`src/rtl/seq_pattern_pkg.sv`:
```
// Shared types for the serial pattern transmitter and its "11" pair counter.
package seq_pattern_pkg;

  typedef enum logic [1:0] {
    IDLE  = 2'd0,
    SHIFT = 2'd1,
    GAP   = 2'd2
  } tx_state_t;

  localparam int unsigned CNT_W_DEFAULT = 8;

  // All-ones value of a w-bit counter, i.e. where a saturating count stops.
  function automatic longint unsigned cnt_max(input int unsigned w);
    return (64'd1 << w) - 64'd1;
  endfunction

endpackage

```
`src/rtl/seq11_pair_counter.sv`:
```
// Saturating count of overlapping "11" pairs in a stream of valid bits.
// An invalid cycle breaks the chain, so pairs never span a gap.
module seq11_pair_counter
  import seq_pattern_pkg::*;
#(
  parameter int CNT_W = CNT_W_DEFAULT
) (
  input  logic             clk,
  input  logic             reset,
  input  logic             bit_in,
  input  logic             bit_valid,
  input  logic             clear,
  output logic [CNT_W-1:0] count
);

  localparam logic [CNT_W-1:0] CNT_MAX = CNT_W'(cnt_max(CNT_W));

  logic             prev_q, prev_d;
  logic [CNT_W-1:0] count_q, count_d;

  always_comb begin
    prev_d  = bit_valid & bit_in;
    count_d = count_q;
    if (clear) begin
      prev_d  = 1'b0;
      count_d = '0;
    end else if (bit_valid && bit_in && prev_q && (count_q != CNT_MAX)) begin
      count_d = count_q + 1'b1;
    end
  end

  always_ff @(posedge clk) begin
    if (reset) begin
      prev_q  <= 1'b0;
      count_q <= '0;
    end else begin
      prev_q  <= prev_d;
      count_q <= count_d;
    end
  end

  assign count = count_q;

endmodule

```
`src/rtl/seq_pattern_tx.sv`:
```
// Serial pattern transmitter: loads a pattern over valid/ready, emits it
// MSB-first with optional repeats, and tracks the "11" pairs it sent.
module seq_pattern_tx
  import seq_pattern_pkg::*;
#(
  parameter int WIDTH = 16,
  parameter int LEN_W = $clog2(WIDTH + 1),
  parameter int REP_W = 4,
  parameter int CNT_W = CNT_W_DEFAULT
) (
  input  logic             clk,
  input  logic             reset,
  input  logic             load_valid,
  output logic             load_ready,
  input  logic [WIDTH-1:0] load_pattern,
  input  logic [LEN_W-1:0] load_len,
  input  logic [REP_W-1:0] load_repeat,
  input  logic             abort,
  output logic             out,
  output logic             out_valid,
  output logic             busy,
  output logic             done,
  output logic [CNT_W-1:0] exp_count
);

  localparam int POS_W = (WIDTH > 1) ? $clog2(WIDTH) : 1;

  tx_state_t        state_q, state_d;
  logic [WIDTH-1:0] pattern_q, pattern_d;
  logic [LEN_W-1:0] len_q, len_d;
  logic [POS_W-1:0] pos_q, pos_d;
  logic [REP_W-1:0] rep_q, rep_d;
  logic             done_q, done_d;
  logic             accept;
  logic [LEN_W-1:0] eff_len;

  // A length of zero, or anything beyond the register, means a full-width frame.
  always_comb begin
    eff_len = load_len;
    if ((load_len == '0) || (load_len > LEN_W'(WIDTH))) begin
      eff_len = LEN_W'(WIDTH);
    end
  end

  always_comb begin
    state_d   = state_q;
    pattern_d = pattern_q;
    len_d     = len_q;
    pos_d     = pos_q;
    rep_d     = rep_q;
    done_d    = 1'b0;
    accept    = 1'b0;
    unique case (state_q)
      IDLE: begin
        if (load_valid) begin
          accept    = 1'b1;
          pattern_d = load_pattern;
          len_d     = eff_len;
          pos_d     = POS_W'(eff_len - 1'b1);
          rep_d     = load_repeat;
          state_d   = SHIFT;
        end
      end
      SHIFT: begin
        if (abort) begin
          state_d = IDLE;
        end else if (pos_q == '0) begin
          if (rep_q != '0) begin
            rep_d   = rep_q - 1'b1;
            state_d = GAP;
          end else begin
            done_d  = 1'b1;
            state_d = IDLE;
          end
        end else begin
          pos_d = pos_q - 1'b1;
        end
      end
      GAP: begin
        if (abort) begin
          state_d = IDLE;
        end else begin
          pos_d   = POS_W'(len_q - 1'b1);
          state_d = SHIFT;
        end
      end
      default: state_d = IDLE;
    endcase
  end

  always_ff @(posedge clk) begin
    if (reset) begin
      state_q   <= IDLE;
      pattern_q <= '0;
      len_q     <= '0;
      pos_q     <= '0;
      rep_q     <= '0;
      done_q    <= 1'b0;
    end else begin
      state_q   <= state_d;
      pattern_q <= pattern_d;
      len_q     <= len_d;
      pos_q     <= pos_d;
      rep_q     <= rep_d;
      done_q    <= done_d;
    end
  end

  assign load_ready = (state_q == IDLE);
  assign busy       = (state_q != IDLE);
  assign out_valid  = (state_q == SHIFT);
  assign out        = out_valid & pattern_q[pos_q];
  assign done       = done_q;

  seq11_pair_counter #(
    .CNT_W(CNT_W)
  ) u_pairs (
    .clk      (clk),
    .reset    (reset),
    .bit_in   (out),
    .bit_valid(out_valid),
    .clear    (accept),
    .count    (exp_count)
  );

endmodule

```
`config.mk`:
```
export PLATFORM = sky130hd
export DESIGN_NAME = seq_pattern_tx
export DESIGN_NICKNAME = d
export VERILOG_FILES = /design/src/rtl/seq_pattern_pkg.sv /design/src/rtl/seq11_pair_counter.sv /design/src/rtl/seq_pattern_tx.sv
export SDC_FILE = /design/constraint.sdc
export NUM_CORES = 1
export LEC_CHECK = 0
export BUFFER_PORTS_ARGS = -buffer_cell sky130_fd_sc_hd__buf_2
export CAP_MARGIN = 0
export CORE_MARGIN = 10
export CORE_UTILIZATION = 45
export CTS_CLUSTER_SIZE = 16
export DETAILED_ROUTE_END_ITERATION = 6
export GPL_ROUTABILITY_DRIVEN = 0
export PLACE_DENSITY = 0.75
export SYNTH_ARGS = -nofsm -noshare
export SYNTH_HDL_FRONTEND = slang
export SYNTH_SLANG_ARGS = --single-unit
```
`constraint.sdc`:
```
create_clock -name clk -period 2.9 [get_ports clk]
set_input_delay 0.725 -clock clk [delete_from_list [all_inputs] [get_ports clk]]
set_output_delay 0.725 -clock clk [all_outputs]
set_load 0.01 [all_outputs]
```
==> out/metrics.yaml, run 1 <==
placed_design:
  numPortBuffers: 41
  dp_hpwl_um: 3370
logic_synthesis:
  synth_top_cell_by_area: "dfxtp_1"
  synth.avg_cell_area_um2: 9.342
  ys_types: 46
  yosysMostFrequentCell: "dfxtp_1"
  syn_nets: 246
  synth_area_um2: 1962
  async_flop_share: 0
  synth_top_area_frac: 0.4082
  ys_top_cells_by_count: "dfxtp_1 (40), a22o_1 (20), nor2_1 (17), a21oi_1 (13), nand2_1 (13)"
  ys_ff_latch: 40
  yosys-top-cells-area: "dfxtp_1 (41%), a22o_1 (8.9%), mux2i_1 (4.6%)"
  synth_edf_count: 0
  yosys_warnings: 0
  postSynthCellCount: 210
  synth-main-ff-cell: "dfxtp_1"
  seq_area_frac_synth: 0.4082
power:
  p_switching_uw: 355.9
  p_clk_frac: 0.347
  power_mw: 1.311
  p_int_uw: 954.8
  cellPowerDensity_nw_per_um2: 562.0
  p_leak_nw: 0.9780
  switching_share: 0.2715
  p_comb_frac: 0.182
  seq_power_share: 0.471
  peakVddDrop_uv: 384.5
setup_path:
  critPathArrivalTime_ps: 1990
  crit_type: "flip-flop to output port"
  rr_worst_depth: 9
  crit_fanout: 3
  crit_end: "out"
  r2r_setup_slack_ps: 800
  worst_ep_required_time_ps: 2170
  endpoint_kind: "output port"
  rr_endpoint: "pos_q[3]"
  critPathLaunchType: "flip-flop"
  regToRegStartpoint: "state_q[1]"
  cp-startpoint: "pos_q[1]"
sta:
  timing_hold_violations_final: 0
  worstMarginPinSlew_ps: 464.8
  max_freq_mhz: 368.0
  rsz0062_at_grt: "no"
  fin_worst_skew_ps: 5.679
  finalCritPeriodShare: 0.9370
  tns_ps: 0
  finalWorstPathRequiredPeriod_ps: 2717
  finalSetupViolations: 0
  slew_headroom: 0.6873
  whs_ps: 484.3
  drv_slew: 0
die:
  core_area_um2: 4115
  io_pins: 42
  die_area_um2: 7401
  start_util: 0.4767
  fp.dieH_um: 86.03
  fp.dieW_um: 86.03
  rows: 23
clock_network:
  cts_hold_buf: 0
  cts_sinks: 40
  clock-root-buffer: "clkbuf_8"
  insertion_delay_ps: 300
  cts_tree: "yes"
  numCtsBuffers: 5
  cts_setup_buffers: 0
  htree_levels: 2
  ctsLongestPathBuffers: 2
  cts_resized: 0
  cts.clk_slew.worst_paths_ps: 80
layout:
  drive_gt1_frac: 0.2471
  syn_to_final_growth_pct: 18.88
  nets: 290
  antenna_cells: 0
detailed_routing:
  postRouteAntennaNets: 0
  drtPass1Iterations: 4
  drc: 0
  drt-total-wl_um: 4491
  viasPerCell: 5.466
  wl_per_cell_um: 14.72
  vias: 1667
  drtIter0Drc: 62
grt:
  antenna_found_initial: 0
  grt_max_degree: 24
  grt_pass1_wl_um: 7389
  grt_pass1_vias: 1649
  grt-ovfl-total: 0
  track_usage: 0.1223
run:
  maxCapViolations: 0
worst_hold_path:
  min_path_type: "flip-flop to flip-flop"
  whs_path_depth: 1
run_status:
  outcome: "completed"
worst max-delay path: stages, from the launching register on:
cell       delay, ps
dfxtp_1          360
mux4_2           520
a2bb2oi_2        150
and4b_4          240
or2_2            280
buf_2            150
metrics by stage:
stage            util  area (µm²)  worst slack [ps]  cells
4_1_cts        0.5667        2332             167.4    305
3_5_place_dp   0.5397        2221             500.1    297
6_report       0.5667        2332             182.7    305
3_3_place_gp   0.5397        2221             545.4    297
2_1_floorplan       -        1962             563.2    210
5_1_grt        0.5667        2332             117.6    305
routing by layer:
layer  vias up  track usage  wire (µm)
li1        859            -          -
met1       777       0.1335       2065
met2        27       0.2055       2159
met3         4      0.05203        217
met4         0      0.04491         48
met5         -            0          0
cell type report:
class / count / area, µm²
clock buffers: 5 / 68.82
clock inverters: 3 / 42.54
fillers: 385 / 1783
inverters: 8 / 30.03
multi-input cells: 154 / 1092
flip-flops and latches: 40 / 800.8
well taps: 50 / 62.56
repair buffers: 45 / 235.2
flip-flops by register name, indices dropped and copies added (netlist names):
name	cells
pattern_q	16
u_pairs.prev_q	1
len_q	4
u_pairs.count	8
rep_q	4
done	1
pos_q	4
state_q	2
placed cells by master (no fill, tap or decap), drive strengths merged, types with 3 or more instances in the layout:
master	n
mux2i	9
a211oi	3
or3	6
clkbuf	5
nand2	13
nand2b	3
a22oi	4
ha	7
buf	45
nor2b	8
a21oi	13
a22o	21
dfxtp	40
nand3	4
inv	8
nor2	17
o21ai	14
cell families after synthesis:
family	Yosys count	synth area share
and+or+nand+nor	66	0.1779
xor gates and xnor gates	4	0.01786
adders and majority gates	7	0.04464
DFF	40	0.4082
buffers and inverters	16	0.03507
muxes	10	0.05740
AOI/OAI and AO/OA	67	0.2589
power groups by stage:
| stage | Clock [mW] | Combinational, mW | Sequential, mW |
|---|---|---|---|
| after floorplan | 0 | 0.182 | 0.619 |
| after global placement | 0 | 0.235 | 0.628 |
| after detailed placement | 0 | 0.240 | 0.630 |
| after CTS | 0.467 | 0.241 | 0.617 |
| after global routing | 0.494 | 0.267 | 0.622 |
| final | 0.455 | 0.238 | 0.617 |
worst min path at each step:
| stage | start | end |
|---|---|---|
| floorplan | len_q[0] | len_q[0] |
| global placement | pattern_q[5] | pattern_q[5] |
| detailed placement | len_q[1] | len_q[1] |
| CTS | len_q[1] | len_q[1] |
| global route | pattern_q[0] | pattern_q[0] |
| finish | len_q[1] | len_q[1] |
Note: power is estimated with default switching activity, not from simulation.
==> run 2, diff against run 1 <==
--- a/config.mk
+++ b/config.mk
@@ -7,7 +7,8 @@
 export LEC_CHECK = 0
 export BUFFER_PORTS_ARGS = -buffer_cell sky130_fd_sc_hd__buf_2
 export CAP_MARGIN = 0
-export CORE_MARGIN = 10
+export CORE_ASPECT_RATIO = 1.2
+export CORE_MARGIN = 3
 export CORE_UTILIZATION = 45
 export CTS_CLUSTER_SIZE = 16
 export DETAILED_ROUTE_END_ITERATION = 6
==> out/metrics.yaml, run 2 (synthesis gave the netlist of run 1 again) <==
run_status:
  outcome: "completed"
layout:
  regMostFlops: "pattern_q"
  nets: 290
  drive_gt1_frac: 0.2471
  final_common_cell: "buf_2"
  largest_register_ffs: 16
  syn_to_final_growth_pct: 19.64
  antenna_cells: 0
  final_util: 0.5772
  mostFrequentLayoutCells: "buf_2 (41), dfxtp_1 (40), a22o_1 (20)"
sta:
  timing_hold_violations_final: 0
  rsz0062_at_grt: "no"
  max_freq_mhz: 369.1
  worstMarginPinSlew_ps: 487.2
  fin_worst_skew_ps: 12.48
  finalSetupViolations: 0
  setup_slack_ps: 190.5
  slew_headroom: 0.6722
  tns_ps: 0
  drv_slew: 0
  finalCritPeriodShare: 0.9343
  whs_ps: 474.0
  finalWorstPathRequiredPeriod_ps: 2710
power:
  power_mw: 1.332
  cellPowerDensity_nw_per_um2: 567.5
  peakVddDrop_uv: 303.4
  p_leak_nw: 0.9852
setup_path:
  r2r_setup_slack_ps: 810
  cp-startpoint: "pos_q[1]"
  regToRegStartpoint: "state_q[1]"
  path_buf_inv: 1
  crit_fanout: 3
  critPathLaunchType: "flip-flop"
  worst_ep_required_time_ps: 2170
  rr_worst_depth: 9
  crit_end: "out"
  endpoint_kind: "output port"
  crit_type: "flip-flop to output port"
  cp_num_cells: 5
  rr_endpoint: "pos_q[3]"
  cp_cell_sequence: "mux4_2, a2bb2oi_2, and4b_4, or2_2, buf_2"
  critPathSlowestCell: "mux4_2"
  slowest_delay_ps: 530
  critPathTopFamily: "multiplexers"
  critPathArrivalTime_ps: 1980
die:
  core_area_um2: 4066
  fp.dieW_um: 66.28
  start_util: 0.4825
  io_pins: 42
  rows: 25
  die_area_um2: 5191
  fp.dieH_um: 78.33
clock_network:
  cts_hold_buf: 0
  cts_resized: 0
  cts_setup_buffers: 0
  numCtsBuffers: 5
  htree_levels: 2
  cts.clk_slew.worst_paths_ps: 80
  ctsLongestPathBuffers: 2
  cts_sinks: 40
  clock-root-buffer: "clkbuf_8"
  insertion_delay_ps: 300
  cts_tree: "yes"
detailed_routing:
  viasPerCell: 5.508
  wl_per_cell_um: 13.83
  postRouteAntennaNets: 0
  drt-total-wl_um: 4274
  drc: 0
  vias: 1702
  drtPass1Iterations: 4
  drtIter0Drc: 134
placed_design:
  dp_hpwl_um: 3186
  dp_slack_ps: 487.1
  numPortBuffers: 41
grt:
  grt_pass1_wl_um: 7279
  grt_pass1_vias: 1635
  track_usage: 0.1778
  antenna_found_initial: 0
  grt_max_degree: 24
  grt-ovfl-total: 0
worst_hold_path:
  min_path_type: "flip-flop to flip-flop"
run:
  maxCapViolations: 0
[run 2: cell types whose count changed in the layout (fill, tap and decap cells not counted)]
| cell | before | now |
|---|---|---|
| clkbuf_8 | 5 | 6 |
| clkinv_2 | 1 | 0 |
| clkinv_4 | 0 | 1 |
| clkinvlp_4 | 1 | 0 |
[run 2: per-layer routing]
layer	wire length [µm]	vias up	global-route usage
met2	2190	38	0.3158
li1	-	856	-
met3	193	7	0.04864
met4	51	0	0.05894
met5	0	-	0
met1	1839	801	0.2005
[run 2: final cells by class]
class,instances,area [µm²]
repair buffers,45,235.2
multi-input cells,154,1092
inverters,8,30.03
fillers,391,1719
clock inverters,2,38.79
clock buffers,6,82.58
flip-flops and latches,40,800.8
well taps,54,67.56
[run 2: how the worst min path moves through the flow]
stage | start | to | slack (ps) | cells past startpoint
finish | len_q[0] | len_q[0] | 470 | 1
floorplan | len_q[0] | len_q[0] | 440 | 1
global placement | len_q[0] | len_q[0] | 450 | 1
detailed placement | len_q[0] | len_q[0] | 460 | 1
CTS | len_q[0] | len_q[0] | 480 | 1
global route | len_q[0] | len_q[0] | 500 | 1
[run 2: stage by stage]
step | instances | instance area, µm²
final | 309 | 2347
after global routing | 309 | 2347
after CTS | 309 | 2347
after detailed placement | 301 | 2226
after global placement | 301 | 2226
after floorplan | 210 | 1962
[run 2: worst register-to-register path, stage by stage, from the launching register on]
cell and delay (ps):
dfxtp_1 380, inv_1 80, ha_1 200, buf_4 200, a22oi_1 200, nor2_1 50
a31oi_1 270, o311ai_0 240, xnor2_1 180, a211oi_1 220
[run 2: report_power, final]
group | internal (mW) | switching [mW] | leakage, nW
Combinational | 0.115 | 0.124 | 0.597
Sequential | 0.585 | 0.0324 | 0.327
Clock | 0.281 | 0.194 | 0.0614
==> run 3, diff against run 2 <==
==> constraint.sdc (replaced) <==
create_clock -name clk -period 2.9 [get_ports clk]
set_input_delay 0.58 -clock clk [delete_from_list [all_inputs] [get_ports clk]]
set_output_delay 0.58 -clock clk [all_outputs]
set_load 0.01 [all_outputs]
==> out/metrics.yaml, run 3 (synthesis gave the netlist of run 1 again) <==
run_status:
  outcome: "completed"
worst_hold_path:
  whs_path_depth: 1
  hp-start: "len_q[0]"
  min_path_type: "flip-flop to flip-flop"
  hold_end: "len_q[0]"
die:
  fp.dieH_um: 78.33
  start_util: 0.4825
  core_area_um2: 4066
  fp.dieW_um: 66.28
  rows: 25
  io_pins: 42
  die_area_um2: 5191
sta:
  fin_worst_skew_ps: 6.101
  setup_slack_ps: 361.5
  finalSetupViolations: 0
  worstMarginPinSlew_ps: 472.6
  finalWorstPathRequiredPeriod_ps: 2538
  slew_headroom: 0.6828
  rsz0062_at_grt: "no"
  max_freq_mhz: 393.9
  tns_ps: 0
  timing_hold_violations_final: 0
  drv_slew: 0
  whs_ps: 472.6
  finalCritPeriodShare: 0.8753
grt:
  antenna_found_initial: 0
  grt_pass1_wl_um: 6624
  grt_pass1_vias: 1562
  use_met2: 0.2751
  grt_use_met1: 0.1920
  grt-ovfl-total: 0
  grt_util_met3: 0.04864
  track_usage: 0.1609
  grt_max_degree: 24
  busiest_layer: "met2"
setup_path:
  critPathTopFamily: "multiplexers"
  slowest_delay_ps: 510
  crit_fanout: 3
  rr_endpoint: "pos_q[3]"
  endpoint_kind: "output port"
  r2r_setup_slack_ps: 790
  critPathLaunchType: "flip-flop"
  rr_worst_depth: 9
  cp_cell_sequence: "mux4_2, a2bb2oi_2, and4b_4, or2_2, buf_2"
  critPathSlowestCell: "mux4_2"
  worst_ep_required_time_ps: 2320
  regToRegStartpoint: "state_q[1]"
  cp-startpoint: "pos_q[1]"
  crit_type: "flip-flop to output port"
  path_buf_inv: 1
  critPathArrivalTime_ps: 1960
layout:
  nFillCells: 380
  largest_register_ffs: 16
  regMostFlops: "pattern_q"
  nets: 290
  antenna_cells: 0
  mostFrequentLayoutCells: "buf_2 (41), dfxtp_1 (40), a22o_1 (20)"
  final_common_cell: "buf_2"
  syn_to_final_growth_pct: 19.32
  drive_gt1_frac: 0.2471
clock_network:
  ctsLongestPathBuffers: 2
  cts_sinks: 40
  cts_setup_buffers: 0
  clock-root-buffer: "clkbuf_8"
  cts.clk_slew.worst_paths_ps: 80
  insertion_delay_ps: 290
  numCtsBuffers: 5
  cts_resized: 0
  cts_hold_buf: 0
  htree_levels: 2
  cts_tree: "yes"
placed_design:
  dp_slack_ps: 678.5
  dp_hpwl_um: 2931
  numPortBuffers: 41
detailed_routing:
  viasPerCell: 5.482
  drc: 0
  drtPass1Iterations: 5
  drt-total-wl_um: 3991
  drtIter0Drc: 71
  vias: 1694
  postRouteAntennaNets: 0
  wl_per_cell_um: 12.92
power:
  power_mw: 1.317
  peakVddDrop_uv: 395.8
  p_leak_nw: 0.9786
  cellPowerDensity_nw_per_um2: 562.6
run:
  maxCapViolations: 0
-- run 3: per-stage QoR --
step / std cells / instance area (µm²) / util
floorplan: 210 / 1962 / -
global placement: 301 / 2226 / 0.5474
detailed placement: 301 / 2226 / 0.5474
CTS: 309 / 2341 / 0.5757
global route: 309 / 2341 / 0.5757
finish: 309 / 2341 / 0.5757
-- run 3: per-layer routing --
layer  vias to the layer above  wire, µm
met5                         -         0
met4                         0        35
met3                         5       183
met2                        43      1923
met1                       788      1848
li1                        858         -
-- run 3: how the worst max path moves through the flow --
stage | depth (start not counted) | to | slack (ps)
finish | 5 | out | 360
CTS | 5 | out | 350
global placement | 5 | out | 690
global route | 5 | out | 270
detailed placement | 5 | out | 680
floorplan | 5 | out | 710
-- run 3: where the power goes --
| part | internal, mW | leakage, nW | switching [mW] |
|---|---|---|---|
| Sequential | 0.585 | 0.327 | 0.0298 |
| Clock | 0.259 | 0.0548 | 0.205 |
| Combinational | 0.115 | 0.597 | 0.123 |
-- run 3: layout make-up --
type	count	area (µm²)	area share
inverter	8	30.03	0.01283
multi-input combinational	154	1092	0.4666
clock buffer	5	68.82	0.02940
tap	54	67.56	0.02886
clock inverter	3	46.29	0.01978
timing repair buffer	45	235.2	0.1005
sequential	40	800.8	0.3421
-- run 3: worst register-to-register path: stages, from the launching register on --
cell,delay (ps)
dfxtp_1,380
inv_1,80
ha_1,190
buf_4,200
a22oi_1,200
nor2_1,60
a31oi_1,290
o311ai_0,250
xnor2_1,170
a211oi_1,220
